`src/rtl/rm_pkg.sv`:
```
`default_nettype none
// ============================================================================
//  Module      : rm_pkg
//  Description : Shared definitions for the runtime-monitor symbol interface.
//                Holds the symbol width used by the feeder and the monitor
//                cluster tops, and the feeder state encoding.
//  Revision    : 1.0 - initial release
// ============================================================================
package rm_pkg;

    // Symbol width shared with the monitor cluster tops (cluster3lw, ...)
    localparam int RM_SYM_W = 8;

    // Feeder state: automata held in reset, or symbols streaming
    typedef enum logic [0:0] {
        MRST   = 1'b0,
        STREAM = 1'b1
    } feeder_state_e;

endpackage : rm_pkg
`default_nettype wire

```
`src/rtl/rm_sync_fifo.sv`:
```
`default_nettype none
// ============================================================================
//  Module      : rm_sync_fifo
//  Description : Single-clock FIFO buffering trace symbols. Occupancy is kept
//                as an explicit count; full/empty are derived from it so the
//                pointers can simply wrap. flush_i clears pointers and count.
//  Ports       : clk, reset_n      clock, asynchronous active-low reset
//                flush_i           discard all contents (takes priority)
//                push_i/wr_data_i  write request and data (ignored when full)
//                pop_i/rd_data_o   read request and head-of-queue data
//                count_o           occupancy 0..DEPTH
//                full_o/empty_o    occupancy flags
//  Revision    : 1.0 - initial release
// ============================================================================
module rm_sync_fifo #(
    parameter int DEPTH = 8,
    parameter int SYM_W = 8
) (
    input  logic                     clk,
    input  logic                     reset_n,
    input  logic                     flush_i,
    input  logic                     push_i,
    input  logic [SYM_W-1:0]         wr_data_i,
    input  logic                     pop_i,
    output logic [SYM_W-1:0]         rd_data_o,
    output logic [$clog2(DEPTH):0]   count_o,
    output logic                     full_o,
    output logic                     empty_o
);

    localparam int             PTR_W   = $clog2(DEPTH);
    localparam logic [PTR_W:0] C_DEPTH = (PTR_W+1)'(DEPTH);

    logic [SYM_W-1:0] mem_q [DEPTH];
    logic [PTR_W-1:0] wr_ptr_q;
    logic [PTR_W-1:0] rd_ptr_q;
    logic [PTR_W:0]   count_q;
    logic [PTR_W:0]   count_d;
    logic             w_push;
    logic             w_pop;

    assign full_o    = (count_q == C_DEPTH);
    assign empty_o   = (count_q == '0);
    assign w_push    = push_i & ~full_o & ~flush_i;
    assign w_pop     = pop_i & ~empty_o & ~flush_i;
    assign rd_data_o = mem_q[rd_ptr_q];
    assign count_o   = count_q;

    always_comb begin
        count_d = count_q;
        case ({w_push, w_pop})
            2'b10:   count_d = count_q + 1'b1;
            2'b01:   count_d = count_q - 1'b1;
            default: count_d = count_q;
        endcase
    end

    // Storage carries no reset: contents are only visible through count_q
    always_ff @(posedge clk) begin
        if (w_push) begin
            mem_q[wr_ptr_q] <= wr_data_i;
        end
    end

    always_ff @(posedge clk or negedge reset_n) begin
        if (!reset_n) begin
            wr_ptr_q <= '0;
            rd_ptr_q <= '0;
            count_q  <= '0;
        end else if (flush_i) begin
            wr_ptr_q <= '0;
            rd_ptr_q <= '0;
            count_q  <= '0;
        end else begin
            if (w_push) begin
                wr_ptr_q <= wr_ptr_q + 1'b1;
            end
            if (w_pop) begin
                rd_ptr_q <= rd_ptr_q + 1'b1;
            end
            count_q <= count_d;
        end
    end

endmodule : rm_sync_fifo
`default_nettype wire

```
`src/rtl/rm_symbol_feeder.sv`:
```
`default_nettype none
// ============================================================================
//  Module      : rm_symbol_feeder
//  Description : Transmit side of the runtime-monitor symbol interface.
//                Buffers bursty trace symbols and drives a one-symbol-per-
//                cycle stream (symbols/run) plus the automata reset
//                (mon_reset) to the monitor cluster tops. Sequences the
//                automata reset after power-up and on flush.
//  Ports       : clk, reset_n          clock, asynchronous active-low reset
//                evt_valid/evt_symbol  upstream symbol offer
//                evt_ready             accept (transfer on valid & ready)
//                enable                1 = stream, 0 = hold buffered symbols
//                flush                 discard buffer, restart automata reset
//                symbols/run           registered symbol stream to monitors
//                mon_reset             registered active-high automata reset
//                fifo_count            buffer occupancy
//                stall_cnt             saturating count of refused offers
//  Revision    : 1.0 - initial release
// ============================================================================
module rm_symbol_feeder
    import rm_pkg::*;
#(
    parameter int DEPTH      = 8,
    parameter int SYM_W      = RM_SYM_W,
    parameter int RST_CYCLES = 2,
    parameter int CNT_W      = 16
) (
    input  logic                     clk,
    input  logic                     reset_n,
    input  logic                     evt_valid,
    input  logic [SYM_W-1:0]         evt_symbol,
    output logic                     evt_ready,
    input  logic                     enable,
    input  logic                     flush,
    output logic [SYM_W-1:0]         symbols,
    output logic                     run,
    output logic                     mon_reset,
    output logic [$clog2(DEPTH):0]   fifo_count,
    output logic [CNT_W-1:0]         stall_cnt
);

    localparam int              RC_W    = (RST_CYCLES > 1) ? $clog2(RST_CYCLES) : 1;
    localparam logic [RC_W-1:0] C_RLAST = RC_W'(RST_CYCLES - 1);

    feeder_state_e    state_q, state_d;
    logic [RC_W-1:0]  rst_ctr_q, rst_ctr_d;
    logic             s1_valid_q;
    logic [SYM_W-1:0] s1_sym_q, s1_sym_d;
    logic [SYM_W-1:0] symbols_q, symbols_d;
    logic             run_q, run_d;
    logic             mon_reset_q, mon_reset_d;
    logic [CNT_W-1:0] stall_q, stall_d;

    logic             w_push;
    logic             w_pop;
    logic             w_full;
    logic             w_empty;
    logic [SYM_W-1:0] w_head;

    // The flush cycle refuses offers so the handshake never reports a
    // transfer that the cleared buffer would silently drop.
    assign evt_ready = (state_q == STREAM) & ~w_full & ~flush;
    assign w_push    = evt_valid & evt_ready;
    assign w_pop     = (state_q == STREAM) & enable & ~w_empty & ~flush;

    rm_sync_fifo #(
        .DEPTH (DEPTH),
        .SYM_W (SYM_W)
    ) u_fifo (
        .clk       (clk),
        .reset_n   (reset_n),
        .flush_i   (flush),
        .push_i    (w_push),
        .wr_data_i (evt_symbol),
        .pop_i     (w_pop),
        .rd_data_o (w_head),
        .count_o   (fifo_count),
        .full_o    (w_full),
        .empty_o   (w_empty)
    );

    // Reset sequencer: stay in MRST for RST_CYCLES clocks, restart on flush
    always_comb begin
        state_d   = state_q;
        rst_ctr_d = rst_ctr_q;
        if (flush) begin
            state_d   = MRST;
            rst_ctr_d = '0;
        end else if (state_q == MRST) begin
            if (rst_ctr_q == C_RLAST) begin
                state_d   = STREAM;
                rst_ctr_d = '0;
            end else begin
                rst_ctr_d = rst_ctr_q + 1'b1;
            end
        end
    end

    // Two-stage output path: the popped head is captured first, then
    // presented on the registered symbol port. A flush kills both stages.
    always_comb begin
        s1_sym_d    = w_pop ? w_head : s1_sym_q;
        run_d       = s1_valid_q & ~flush;
        symbols_d   = run_d ? s1_sym_q : '0;
        mon_reset_d = (state_d == MRST);
    end

    always_comb begin
        stall_d = stall_q;
        if (evt_valid && !evt_ready && (stall_q != '1)) begin
            stall_d = stall_q + 1'b1;
        end
    end

    always_ff @(posedge clk or negedge reset_n) begin
        if (!reset_n) begin
            state_q     <= MRST;
            rst_ctr_q   <= '0;
            s1_valid_q  <= 1'b0;
            s1_sym_q    <= '0;
            symbols_q   <= '0;
            run_q       <= 1'b0;
            mon_reset_q <= 1'b1;
            stall_q     <= '0;
        end else begin
            state_q     <= state_d;
            rst_ctr_q   <= rst_ctr_d;
            s1_valid_q  <= w_pop;
            s1_sym_q    <= s1_sym_d;
            symbols_q   <= symbols_d;
            run_q       <= run_d;
            mon_reset_q <= mon_reset_d;
            stall_q     <= stall_d;
        end
    end

    assign symbols   = symbols_q;
    assign run       = run_q;
    assign mon_reset = mon_reset_q;
    assign stall_cnt = stall_q;

endmodule : rm_symbol_feeder
`default_nettype wire

```
`config.mk`:
```
export PLATFORM = sky130hd
export DESIGN_NAME = rm_symbol_feeder
export DESIGN_NICKNAME = d
export VERILOG_FILES = /design/src/rtl/rm_pkg.sv /design/src/rtl/rm_sync_fifo.sv /design/src/rtl/rm_symbol_feeder.sv
export SDC_FILE = /design/constraint.sdc
export NUM_CORES = 1
export LEC_CHECK = 0
export CORE_AREA = 2 2 161 100
export CTS_BUF_LIST = sky130_fd_sc_hd__clkbuf_2
export DETAILED_ROUTE_END_ITERATION = 16
export DIE_AREA = 0 0 163 102
export DONT_BUFFER_PORTS = 1
export GPL_TIMING_DRIVEN = 0
export PLACE_DENSITY = 0.51
export SLEW_MARGIN = 20
export SYNTH_ARGS = -nofsm -noshare
export SYNTH_HDL_FRONTEND = slang
export SYNTH_SLANG_ARGS = --single-unit
```
`constraint.sdc`:
```
create_clock -name clk -period 3.5 [get_ports clk]
set_input_delay 0.7 -clock clk [delete_from_list [all_inputs] [get_ports clk]]
set_output_delay 0.7 -clock clk [all_outputs]
set_load 0.005 [all_outputs]
```
==> summary by stage <==
GRT
The initial antenna violation count came to 0. For met2 alone, demand over resource in global routing was 0.155. The global routing usage on met3 is 0.0341. For met1 alone, demand over resource in global routing was 0.176. The most utilized layer in the global route result is met1. The leftover overflow at the end of global routing is 0. The first global-routing pass estimated roughly 14 mm of wire. Entering global routing, the biggest net connects 48 pins. The via count of the first global-routing pass is about 2300.

In the global route stage, overall resource usage came out at 0.114.

Detailed routing
After detailed routing, the number of remaining DRC violations is 0. The via count is between 2000 and 2500. After detailed routing, the number of vias per cell comes to 4.53. Once detail routing completed, the nets flagged for antenna violations numbered 0. The final wirelength is approximately 8.7 mm. The first-pass iteration count of the detailed router is 6.

In this run, the number of DRC markers left after iteration 0 of detailed routing was 190. The wire length per cell after detailed routing is 17.1 µm.

Worst setup path
The largest fanout on the critical path is 10. The worst setup path is captured at a flip-flop. The critical path in this run is classified as reg -> reg.

On the critical path, the stage with the largest delay is an instance of sky130_fd_sc_hd__or4_2. The critical path goes through or4_2, and3_1, clkbuf_1, clkbuf_2, and2_1, ha_1, a21o_2, a21oi_1, and3_1, nor3_1, nor3_1. For this run, the slowest stage of the critical path takes 0.70 ns. The cell family contributing the most delay on the critical path is simple AND/OR/NAND/NOR gates.

STA puts the critical path data arrival time at about 3.8 ns. STA classifies the critical path startpoint as a flip-flop. The number of buffers and inverters on the critical path is 2.

STA puts the critical path data required time at approximately 4.0 ns.

Finish
From synthesis to final layout, the design area changed by 10.6%. Of the cells placed in the final design, the portion with a size suffix greater than 1 is 0.173. At the end of the flow, the number of nets in the layout was ~320. The final cell count without fillers is 510.

The number of antenna diodes in the final layout is 0.

Clock tree
Counting the buffers created by CTS gives 9. In this run the clock root is driven by a sky130_fd_sc_hd__clkbuf_2. The clock insertion delay at the later pin of the skew report is around 0.58 ns. The number of buffers between clock root and the deepest sink is 2. The clock tree from TritonCTS is built. CTS saw between 100 and 150 sinks.

The count of H-tree levels built during CTS is 3. The register clock-pin slew on the reported worst setup and hold paths is 0.29 ns. The number of setup buffers added after CTS is 0.

Floorplanning
In this run the count of I/O pins placed on the die edge is 44. The starting density of the core is 0.297. The core region is roughly 0.015 mm². The die is about 100 µm tall. Row generation in the floorplan step produced 35 rows. The floorplan step defined a die boundary enclosing roughly 0.017 mm². The horizontal die dimension is 163 µm.

Placement
The congestion estimate from routability-driven global placement came to between 0.7 and 0.8. The HPWL after detailed placement is between 6 and 7 mm. The number of placed instances with taps included is between 400 and 500. Port buffering added 0 buffers.

Min path
The path class of the tightest hold or removal check is in -> reg.

Yosys
Of the synthesized area, sequential elements account for 0.690. The synthesized netlist occupies a cell area of 0.00449 mm². The synthesized design contains 64 enable-type register cells. Counting every instance in the synthesized netlist gives roughly 290.

The number of nets in the synthesized netlist is 307. Among all flip-flop cells after synthesis, the most frequent one is sky130_fd_sc_hd__edfxtp_1. The synthesized flop and latch total is ~110. Each instance of the synthesized netlist takes up on average between 15 and 20 µm². The Yosys warning count is 0. The share of flip-flops with an asynchronous set or reset after synthesis is 0.423. The distinct cell type count of the synthesized netlist is 44.

STA
After routing, the total negative slack on setup checks comes to 0 ns. The number of pins exceeding their max-slew limit in the final report is 0. Setup repair after global routing left no endpoint under its margin. The clock period minus worst slack is roughly 3.2 ns. The total setup violations reported at the end of the flow is 0.

Clock skew on the completed layout was measured at 0.0272 ns. Dividing the final minimum period by the clock period gives 0.928. The highest achievable clock rate is about 310 MHz. The final count of hold timing violations is 0. The worst slew slack as a fraction of its limit is 0.374. The worst-margin pin slew is roughly 0.94 ns.

Power
The power density over the cells is 497 mW/mm². The static leakage is approximately 0.0018 µW. The highest ir drop seen on vdd is 173 µV.

Outcome
The flow ran to the end, and the final reports show no timing, DRC or antenna violations.

Run
The tool flagged a number of max-cap violations equal to 0.
==> cells in the mapped netlist, drive strengths merged (3+ instances only) <==
| cell | number | share of area |
|---|---|---|
| a21oi | 11 | 0.012 |
| and2 | 10 | 0.014 |
| buf | 3 | 0.0028 |
| clkbuf | 8 | 0.0067 |
| dfrtp | 46 | 0.26 |
| edfxtp | 64 | 0.43 |
| ha | 5 | 0.014 |
| inv | 4 | 0.0033 |
| mux2i | 10 | 0.022 |
| mux4 | 16 | 0.080 |
| nand2 | 15 | 0.013 |
| nand2b | 3 | 0.0042 |
| nand3 | 7 | 0.0078 |
| nor2 | 25 | 0.021 |
| nor2b | 3 | 0.0042 |
| nor3 | 13 | 0.016 |
| xnor2 | 5 | 0.011 |
| xor2 | 13 | 0.025 |
==> where the power goes <==
group	leakage [µW]	switching (µW)	internal (µW)
Sequential	0.00120	90.1	1480
Combinational	0.000538	93.2	83.7
Clock	0.0000943	411	317
==> flip-flops by register name (all words and copies together), names as in the netlist <==
| register | count |
|---|---|
| u_fifo.mem_q | 64 |
| s1_valid_q | 1 |
| symbols | 8 |
| u_fifo.count_o | 4 |
| mon_reset | 1 |
| stall_cnt | 16 |
| u_fifo.rd_ptr_q | 3 |
| s1_sym_q | 8 |
| rst_ctr_q | 1 |
| run | 1 |
| state_q | 1 |
| u_fifo.wr_ptr_q | 3 |
==> path summary, 6_finish.rpt <==
path	start	end	slack [ns]	cells past startpoint
min reg2reg	s1_sym_q[2]	symbols[2]	0.52	1
max	u_fifo.count_o[0]	u_fifo.count_o[3]	0.25	11
min in group asynchronous	reset_n	u_fifo.wr_ptr_q[2]	0.56	2
min	evt_symbol[2]	u_fifo.mem_q[3][2]	0.19	0
max in group asynchronous	reset_n	mon_reset	2.65	2
max reg2reg	u_fifo.count_o[0]	u_fifo.count_o[3]	0.25	11
==> cells in the final DEF, fill, tap and decap left out, types with 2 or more instances in the layout <==
master,netlist,layout
sky130_fd_sc_hd__dfrtp_1,46,46
sky130_fd_sc_hd__or2_2,2,2
sky130_fd_sc_hd__mux4_2,16,16
sky130_fd_sc_hd__clkbuf_2,0,11
sky130_fd_sc_hd__o21a_1,2,2
sky130_fd_sc_hd__nand4_1,2,2
sky130_fd_sc_hd__and3_1,2,2
sky130_fd_sc_hd__a21oi_1,11,11
sky130_fd_sc_hd__inv_1,3,3
sky130_fd_sc_hd__xor2_1,13,13
sky130_fd_sc_hd__nor3_2,1,3
sky130_fd_sc_hd__and2_1,9,9
sky130_fd_sc_hd__nor3_1,12,10
sky130_fd_sc_hd__nor2b_1,3,3
sky130_fd_sc_hd__nand2b_1,3,3
sky130_fd_sc_hd__buf_1,2,2
sky130_fd_sc_hd__nand3b_1,2,2
sky130_fd_sc_hd__nor2_1,25,25
sky130_fd_sc_hd__nand2_1,14,14
sky130_fd_sc_hd__clkbuf_1,8,7
sky130_fd_sc_hd__bufinv_16,0,3
sky130_fd_sc_hd__xnor2_1,4,4
sky130_fd_sc_hd__mux2i_1,10,10
sky130_fd_sc_hd__edfxtp_1,64,64
sky130_fd_sc_hd__ha_1,5,5
sky130_fd_sc_hd__mux2_2,2,2
sky130_fd_sc_hd__nand3_1,7,7
sky130_fd_sc_hd__o21ai_0,2,2
==> stage by stage <==
stage / setup WS (ns) / hold slack, ns / power [µW] / util / cell area, µm²
3_5_place_dp: 0.179 / 0.406 / 1760 / 0.315 / 4760
2_1_floorplan: 0.542 / 0.404 / 1700 / - / 4490
3_3_place_gp: 0.189 / 0.406 / 1750 / 0.314 / 4740
5_1_grt: 0.0155 / 0.0821 / 2600 / 0.329 / 4970
6_report: 0.251 / 0.188 / 2470 / 0.329 / 4970
4_1_cts: 0.124 / 0.120 / 2520 / 0.329 / 4970
==> repair_timing <==
| action | CTS | global route |
|---|---|---|
| endpoints found under the setup margin | 0 | 1 |
| hold endpoints to repair | 47 | 0 |
| gates resized for setup | 0 | 2 |
| hold buffers | 2 | 0 |
==> layer usage <==
| metal | up-vias | part of all wire |
|---|---|---|
| met1 | 1171 | 0.53 |
| met5 | - | 0 |
| met4 | 0 | 0.0097 |
| li1 | 1089 | - |
| met3 | 7 | 0.046 |
| met2 | 42 | 0.41 |
==> worst reg2reg max path: cells and delay by family, from the launching register on <==
family | cells | cell delay, ns
flops | 1 | 0.53
buf+inv | 2 | 0.45
simple gates | 6 | 1.58
fa+ha+maj | 1 | 0.28
compound gates | 2 | 0.36
==> kinds of logic after synthesis <==
logic type      after synthesis  synth area share
compound gates               19            0.0267
buf+inv                      15            0.0128
xor+xnor                     18            0.0368
mux                          28             0.108
flops                       111             0.690
simple gates                 91             0.108
fa+ha+maj                     6            0.0184
==> layout make-up <==
| type | instances | area (µm²) |
|---|---|---|
| Inverter | 4 | 15.0 |
| Clock buffer | 10 | 50.0 |
| Clock inverter | 6 | 118 |
| Sequential cell | 111 | 3100 |
| Multi-Input combinational cell | 162 | 1340 |
| Tap cell | 203 | 254 |
| Buffer | 11 | 43.8 |
| Fill cell | 1488 | 10100 |
| Timing Repair Buffer | 3 | 45.0 |
No activity file was read; power rests on OpenSTA's default activity.
